$ cat src/rtl/sha_pkg.sv
// sha_pkg: shared SHA-256 schedule types, constants and sigma helpers.
package sha_pkg;
  localparam int SHA_BLOCK_WORDS = 16;
  typedef logic [31:0] word_t;
  typedef word_t [SHA_BLOCK_WORDS-1:0] block_t;
  typedef enum logic {IDLE, RUN} sched_state_t;
  function automatic word_t rotr(word_t x, int n);
    return (x >> n) | (x << (32 - n));
  endfunction
  function automatic word_t sig0(word_t x);
    return rotr(x, 7) ^ rotr(x, 18) ^ (x >> 3);
  endfunction
  function automatic word_t sig1(word_t x);
    return rotr(x, 17) ^ rotr(x, 19) ^ (x >> 10);
  endfunction
  // history keeps the oldest word at the top index, so a fresh block loads reversed
  function automatic block_t load_hist(block_t b);
    block_t r;
    for (int i = 0; i < SHA_BLOCK_WORDS; i++) r[i] = b[SHA_BLOCK_WORDS-1-i];
    return r;
  endfunction
endpackage

$ cat src/rtl/sha_schedule_ctrl_if.sv
// sha_schedule_ctrl_if: block-in / word-out handshake bundle of the schedule controller.
interface sha_schedule_ctrl_if;
  import sha_pkg::*;
  logic blk_valid_i;
  logic blk_ready_o;
  block_t blk_i;
  logic w_valid_o;
  logic w_ready_i;
  word_t w_o;
  logic [5:0] round_o;
  logic last_o;
  modport master (
    output blk_valid_i, blk_i, w_ready_i,
    input blk_ready_o, w_valid_o, w_o, round_o, last_o
  );
  modport slave (
    input blk_valid_i, blk_i, w_ready_i,
    output blk_ready_o, w_valid_o, w_o, round_o, last_o
  );
endinterface

$ cat src/rtl/sha_message_expander_round.sv
// sha_message_expander_round: one SHA-256 expansion step; h[0] newest, h[15] oldest.
module sha_message_expander_round import sha_pkg::*; (
  input block_t h,
  output word_t w
);
  assign w = sig1(h[1]) + h[6] + sig0(h[14]) + h[15];
endmodule

$ cat src/rtl/sha_schedule_ctrl.sv
// sha_schedule_ctrl: streams NUM_WORDS SHA-256 schedule words per accepted block.
// SHA_SCHED_PREFETCH_EN adds a one-entry pending-block buffer for back-to-back blocks.
module sha_schedule_ctrl import sha_pkg::*; #(
  parameter int NUM_WORDS = 64
) (
  input logic clk,
  input logic rst,
  sha_schedule_ctrl_if.slave bus
);
  sched_state_t state, state_n;
  block_t h;
  word_t nw;
  logic [5:0] cnt;
  logic live, last, xfer, acc, load_in;
`ifdef SHA_SCHED_PREFETCH_EN
  block_t pbuf;
  logic pfull, load_buf, buf_wr;
`endif
  assign last = cnt == 6'(NUM_WORDS - 1);
  assign xfer = bus.w_valid_o && bus.w_ready_i;
  assign acc = bus.blk_valid_i && bus.blk_ready_o;
  assign bus.w_valid_o = state == RUN;
  assign bus.w_o = h[SHA_BLOCK_WORDS-1];
  assign bus.round_o = cnt;
  assign bus.last_o = state == RUN && last;
  // live keeps ready low during reset and raises it on the first edge after release
`ifdef SHA_SCHED_PREFETCH_EN
  assign bus.blk_ready_o = live && (state == IDLE || !pfull);
`else
  assign bus.blk_ready_o = live && state == IDLE;
`endif
  sha_message_expander_round u_exp (.h(h), .w(nw));
  always_ff @(posedge clk or posedge rst)
    if (rst) state <= IDLE;
    else state <= state_n;
  always_comb begin
    state_n = state;
    load_in = 1'b0;
`ifdef SHA_SCHED_PREFETCH_EN
    load_buf = 1'b0;
    buf_wr = 1'b0;
`endif
    if (state == IDLE) begin
      load_in = acc;
      state_n = acc ? RUN : IDLE;
    end else if (xfer && last) begin
`ifdef SHA_SCHED_PREFETCH_EN
      load_buf = pfull;
      load_in = acc;
      state_n = (pfull || acc) ? RUN : IDLE;
`else
      state_n = IDLE;
`endif
    end
`ifdef SHA_SCHED_PREFETCH_EN
    buf_wr = acc && state == RUN && !(xfer && last);
`endif
  end
  always_ff @(posedge clk or posedge rst)
    if (rst) begin
      h <= '0;
      cnt <= '0;
      live <= 1'b0;
    end else begin
      live <= 1'b1;
      if (load_in) begin
        h <= load_hist(bus.blk_i);
        cnt <= '0;
`ifdef SHA_SCHED_PREFETCH_EN
      end else if (load_buf) begin
        h <= load_hist(pbuf);
        cnt <= '0;
`endif
      end else if (xfer) begin
        h <= {h[SHA_BLOCK_WORDS-2:0], nw};
        cnt <= last ? '0 : cnt + 6'd1;
      end
    end
`ifdef SHA_SCHED_PREFETCH_EN
  always_ff @(posedge clk or posedge rst)
    if (rst) begin
      pbuf <= '0;
      pfull <= 1'b0;
    end else if (load_buf) pfull <= 1'b0;
    else if (buf_wr) begin
      pbuf <= bus.blk_i;
      pfull <= 1'b1;
    end
`endif
endmodule

$ cat src/flat_wrapper.sv
// flat-port wrapper written by rule: the top's interface ports become plain ports
module sha_schedule_ctrl_flat import sha_pkg::*;
#(
  parameter int NUM_WORDS = 64
)
  (clk, rst, bus_blk_valid_i, bus_blk_i, bus_w_ready_i, bus_blk_ready_o, bus_w_valid_o, bus_w_o, bus_round_o, bus_last_o);
  sha_schedule_ctrl_if bus_i ();
  input logic clk;
  input logic rst;
  input wire logic [$bits(bus_i.blk_valid_i)-1:0] bus_blk_valid_i;
  input wire logic [$bits(bus_i.blk_i)-1:0] bus_blk_i;
  input wire logic [$bits(bus_i.w_ready_i)-1:0] bus_w_ready_i;
  output wire logic [$bits(bus_i.blk_ready_o)-1:0] bus_blk_ready_o;
  output wire logic [$bits(bus_i.w_valid_o)-1:0] bus_w_valid_o;
  output wire logic [$bits(bus_i.w_o)-1:0] bus_w_o;
  output wire logic [$bits(bus_i.round_o)-1:0] bus_round_o;
  output wire logic [$bits(bus_i.last_o)-1:0] bus_last_o;
  assign bus_i.blk_valid_i = bus_blk_valid_i;
  assign bus_i.blk_i = bus_blk_i;
  assign bus_i.w_ready_i = bus_w_ready_i;
  assign bus_blk_ready_o = bus_i.blk_ready_o;
  assign bus_w_valid_o = bus_i.w_valid_o;
  assign bus_w_o = bus_i.w_o;
  assign bus_round_o = bus_i.round_o;
  assign bus_last_o = bus_i.last_o;
  sha_schedule_ctrl #(.NUM_WORDS(NUM_WORDS)) u_core (.clk(clk), .rst(rst), .bus(bus_i));
endmodule
$ cat config.mk
export PLATFORM = sky130hd
export DESIGN_NAME = sha_schedule_ctrl_flat
export DESIGN_NICKNAME = d
export VERILOG_FILES = /design/src/rtl/sha_pkg.sv /design/src/rtl/sha_schedule_ctrl_if.sv /design/src/rtl/sha_message_expander_round.sv /design/src/rtl/sha_schedule_ctrl.sv /design/src/flat_wrapper.sv
export SDC_FILE = /design/constraint.sdc
export NUM_CORES = 2
export LEC_CHECK = 0
export BUFFER_PORTS_ARGS = -buffer_cell sky130_fd_sc_hd__buf_2
export CAP_MARGIN = 40
export CORE_ASPECT_RATIO = 1.5
export CORE_MARGIN = 2
export CORE_UTILIZATION = 25
export CTS_BUF_LIST = sky130_fd_sc_hd__clkbuf_8
export DETAILED_ROUTE_END_ITERATION = 12
export PLACE_DENSITY = 0.5
export SLEW_MARGIN = 20
export SYNTH_ARGS = -nofsm -noshare
export SYNTH_HDL_FRONTEND = slang
export SYNTH_SLANG_ARGS = --single-unit
$ cat constraint.sdc
create_clock -name clk -period 20.1 [get_ports clk]
set_clock_uncertainty 0.05 [all_clocks]
set_input_delay 6.03 -clock clk [delete_from_list [all_inputs] [get_ports clk]]
set_output_delay 6.03 -clock clk [all_outputs]
set_load 0.01 [all_outputs]
Word level (Yosys, flattened, before mapping):

Index checks and enable logic that the tools add are counted.

* bits in registers: 520
* latch bits: 0
* RAM bits: 0
* ROM bits: 0
* input port bits: 516
* output and inout bits: 41
* word-level logic and storage cells: 48
* memories: 0

* $add $sub $neg: 4
* multiply operators: 0
* divide/modulo/power cells: 0
* magnitude comparators: 0
* equality and inequality tests: 1
* shifts and indexed selects: 0
* muxes and demuxes: 9
* bitwise logic cells: 9
* reductions and logical operators: 6

Operators by type and width (number)
* 512-bit two-way mux: 2
* 32-bit adder: 3
* 32-bit XOR: 2
* 13-bit by 32-bit OR with 32-bit output: 1
* 14-bit by 32-bit OR with 32-bit output: 1
* 15-bit by 32-bit OR with 32-bit output: 1
* 25-bit by 32-bit OR with 32-bit output: 1
* 32-bit by 22-bit XOR with 32-bit output: 1
* 32-bit by 29-bit XOR with 32-bit output: 1
* 6-bit two-way mux: 3
* 6-bit by 1-bit adder with 6-bit output (second input constant): 1
* 6-bit equality test (second input constant): 1
* 1-bit logical AND: 5
* 1-bit two-way mux: 4
* 2-bit nonzero test: 1
* 1-bit inverter: 1

Logic depth before layout (Yosys ltp):

* depth in word-level cells: 8
* mapped depth: 16
* gate-level depth less buffers: 14

Hierarchy:

From an unflattened synthesis, not the netlist that was laid out.

* cell total of the unflattened synthesis: 2914
* area total of the unflattened synthesis: 27735.4 um^2

By module, submodules not included
* sha_schedule_ctrl: times used 1, cells an instance 2385, area each 23332.4 um^2
* sha_message_expander_round: times used 1, cells an instance 529, area each 4403.0 um^2

Worst setup path before layout:

No wires, ideal clock.

* path kind: input to register
* start: input port bus_w_ready_i
* end: register u_core.h[208] (netlist bit)
* arrival time: 7216 ps
* data required time: 19968 ps
* setup slack: 12752 ps
* cell stages on the path: 7
* buffers on the path: 3
* cells stage by stage: nand2_1 -> nand2_1 -> clkbuf_1 -> clkbuf_1 -> clkbuf_1 -> nor2_1 -> a31oi_1

* word-level cells in the longest chain between the ends: 2

Ends and longest elaborated chain
* start, declared: line flat_wrapper.sv:12 `input wire logic [$bits(bus_i.w_ready_i)-1:0] bus_w_ready_i;`
* 1-bit logical AND: line sha_schedule_ctrl.sv:20 `assign xfer = bus.w_valid_o && bus.w_ready_i;`
* 2-bit nonzero test (no line)
* end signal, assigned: line sha_schedule_ctrl.sv:67 `h <= load_hist(bus.blk_i);`
* end signal, assigned: line sha_schedule_ctrl.sv:75 `h <= {h[SHA_BLOCK_WORDS-2:0], nw};`
* end, declared: line sha_schedule_ctrl.sv:11 `block_t h;`

No other way between the ends.
A chain may end at the register's enable or synchronous reset.

Final worst setup path:

* start: register u_core.cnt[0], in the netlist u_core.bus.round_o[0]
* end: output port bus_last_o

* word-level cells in the longest chain between the ends: 2

Ends and longest elaborated chain
* start, declared: line sha_schedule_ctrl.sv:13 `logic [5:0] cnt;`
* start signal, assigned: line sha_schedule_ctrl.sv:76 `cnt <= last ? '0 : cnt + 6'd1;`
* 6-bit equality test: line sha_schedule_ctrl.sv:19 `assign last = cnt == 6'(NUM_WORDS - 1);`
* 1-bit logical AND: line sha_schedule_ctrl.sv:25 `assign bus.last_o = state == RUN && last;`
* end, declared: line flat_wrapper.sv:17 `output wire logic [$bits(bus_i.last_o)-1:0] bus_last_o;`

No other way between the ends.

==> flow_summary_export.csv <==
group,metric,value,unit
timing,drv_slew,0,
timing,rsz0062_at_grt,"no",
setup_path,worst_path_largest_cell_delay,0.42,ns
synthesis,ys_top_cells_by_count,"1,016 x nand2_1, 520 x dfrtp_1, 518 x nor2_1",
min_path,min_from,"u_core.h[165]",
global_route,grt_max_degree,196,
global_route,grtUsageTotal,21.6,%
clock_network,cts_tree,"built",
routing,route.detailed.drc,0,
synthesis,yosysTopAreaCell,"dfrtp_1",
finish,nets,4430,
synthesis,synthFlopType,"dfrtp_1",
die,io_pins,557,
synthesis,avgSynthCellArea,8.11,um2
timing,relSlewSlack,31.2,%
synthesis,async_flop_share,100,%
routing,post_drt_wl_per_cell,23.4,um
timing,worstMarginPinSlew,1.03,ns
timing,fin_crit,8.23,ns
global_route,grt-ovfl-total,0,
synthesis,synth-edff-count,0,
timing,period_share,40.9,%
die,die_h,413,um
clock_network,cts.htree.levels,3,
synthesis,netlist_area,0.0279,mm2
synthesis,yosysWarningCount,0,
timing,clock.fmax,122,MHz
synthesis,synthTopCellsByArea,"dfrtp_1 47%, nand2_1 14%, a31oi_1 11%, nor2_1 7.0%, fa_1 4.5%",
synthesis,synth_cell_types,58,
setup_path,path_cells,"ha_1 > nand3_1 > nor2_1 > and2_1 > buf_2",
routing,postRouteAntennaNets,0,
routing,vias_per_cell,4.75,
global_route,grt_pass1_wl,178000,um
placed_design,post-place-ws,11.12,ns
synthesis,seq_area_frac_synth,46.7,%
timing,setup-tns-final,0,ns
clock_network,cts-resized-gates,0,
die,dieArea,0.114,mm2
synthesis,synth_cells,3437,
min_path,hold_class,"flop to flop",
timing,timing.final.ws_setup,11.87,ns
setup_path,cp_max_fo,6,
global_route,grt_pass1_vias,24900,
placed_design,dpl.hpwl,97400,um
setup_path,rr_startpoint,"u_core.h[467]",
global_route,antenna_found_initial,44,
die,initial_utilization,25.1,%
placed_design,place.gp.congestion,0.886,
finish,num-fill-cells,12100,
die,core,0.111,mm2
finish,layout-drive-gt1-share,19.7,%
die,rows,150,
timing,holdWs,0.445,ns
die,dieWidth,277,um
setup_path,arrival,2.15,ns
synthesis,synth-seq-cells,520,
clock_network,root_buffer,"clkbuf_8",
synthesis,syn_nets,4047,
routing,first_pass_iters,8,
setup_path,reg2reg_slack,15.35,ns
setup_path,timing.rr.end,"u_core.h[29]",
routing,wl,125000,um
setup_path,cp_data_required_time,14.02,ns
clock_network,cts_buffer_depth,3,
clock_network,cts-buffers-inserted,92,
clock_network,clock_latency,0.77,ns
setup_path,crit_path_start_kind,"flop",
setup_path,slowest_stage,"dfrtp_1",
routing,vias,25400,
setup_path,worst-r2r-cell-count,13,
clock_network,ctsHoldBuffers,0,
setup_path,worstSetupPathType,"flop to primary output",
placed_design,io_buffers,556,
setup_path,cp-end-kind,"primary output",
run_status,status,"completed",
clock_network,clk_pin_slew_worst_paths,0.06,ns
routing,drt_iter0_drc,2085,
synthesis,synth_largest_type_area_fraction,46.7,%
timing,hold_viol_final,0,
setup_path,critPathCapture,"bus_last_o",
setup_path,critPathLaunch,"u_core.bus.round_o[0]",
clock_network,cts_sinks,520,
timing,setup_viol,0,
synthesis,synth_most_common_cell,"nand2_1",
flow_run,drv_cap,0,
finish,area.growth.synth_to_final,21.8,%
clock_network,cts_setup_buffers,0,
-- placed cells by master, fill, tap and decap left out, types with 3 or more instances in the layout --
master      synthesis  routed
a211o_1             3       3
a211oi_1            6       6
a21o_1              5       5
a21oi_1            54      54
a22oi_1             9       9
a31oi_1           486     486
and2_1              8       6
and3_1              6       6
buf_12              0       6
buf_16              0      13
buf_2               0     557
buf_4              32      28
bufinv_16           0       3
clkbuf_8            2     125
clkinv_2            0       8
clkinvlp_4          0       6
dfrtp_1           520     520
diode_2             0      12
fa_1               62      62
ha_1               32      32
inv_1             128     152
nand2_1          1016    1013
nand3_1            11      11
nand4_1             6       6
nor2_1            518     517
nor2b_1             4       4
nor3_1             11      11
o21ai_0            40      40
o21ai_1             3       3
o21bai_1            3       3
o22ai_1             4       4
or3_1               4       4
xnor2_1           115     115
xor2_1             31      31
-- state kept, by name, summed over array words and instances (netlist names) --
register / flops
u_core.bus.round_o: 6
u_core.live: 1
u_core.bus.w_valid_o: 1
u_core.bus.w_o: 32
u_core.h: 480
-- per-layer routing --
metal	vias up	GRT usage [%]	share of wire, %
met5	-	0	0.17
met4	38	9.05	4.0
met3	214	3.81	5.1
met2	826	37.9	50
met1	12300	26.1	41
li1	12100	-	-
-- critical path: cells and delay by family, from the launching register on --
family	cells	cell delay [ns]
adders and majority gates	1	0.23
DFF	1	0.42
and+or+nand+nor	3	0.62
buffers and inverters	1	0.12
-- how the worst min path moves through the flow --
stage | to | slack (ns) | cells after the start
after floorplan | u_core.h[165] | 0.40 | 2
after global placement | u_core.h[165] | 0.43 | 2
after detailed placement | u_core.h[165] | 0.43 | 2
after CTS | u_core.h[165] | 0.45 | 2
after global routing | u_core.h[165] | 0.47 | 2
final | u_core.h[165] | 0.44 | 2
-- metrics by stage --
| stage | util [%] | std cells | instance area [um2] |
|---|---|---|---|
| after floorplan | - | 3437 | 27900 |
| after global placement | 28.3 | 5151 | 31400 |
| after detailed placement | 28.6 | 5167 | 31800 |
| after CTS | 30.5 | 5339 | 33800 |
| after global routing | 30.6 | 5347 | 33900 |
| final | 30.6 | 5354 | 33900 |
-- logic make-up (layout without fill, tap and decap cells) --
logic type | after synthesis | after routing | share of synthesized area, %
AND/OR/NAND/NOR | 1592 | 1592 | 21.9
AO/OA/AOI/OAI | 637 | 637 | 14.3
flip-flops | 520 | 520 | 46.7
buffers and inverters | 444 | 905 | 6.50
XOR/XNOR | 146 | 146 | 4.59
adder cells (fa/ha/maj) | 94 | 94 | 5.89
multiplexers | 3 | 3 | 0.112
other | 1 | 13 | 0.0135
-- cell type report --
class	count	area, um2	area share (%)
diodes	12	30.0	0.0885
inverters	128	484	1.43
multi-input cells	2473	13100	38.5
flip-flops and latches	520	13000	38.3
well taps	1444	1810	5.32
repair buffers	605	3490	10.3
clock inverters	47	327	0.962
clock buffers	125	1720	5.07
Power is left out: the tool's default activity adds up to more than one toggle a clock period on the data nets, which glitch-free logic cannot reach.
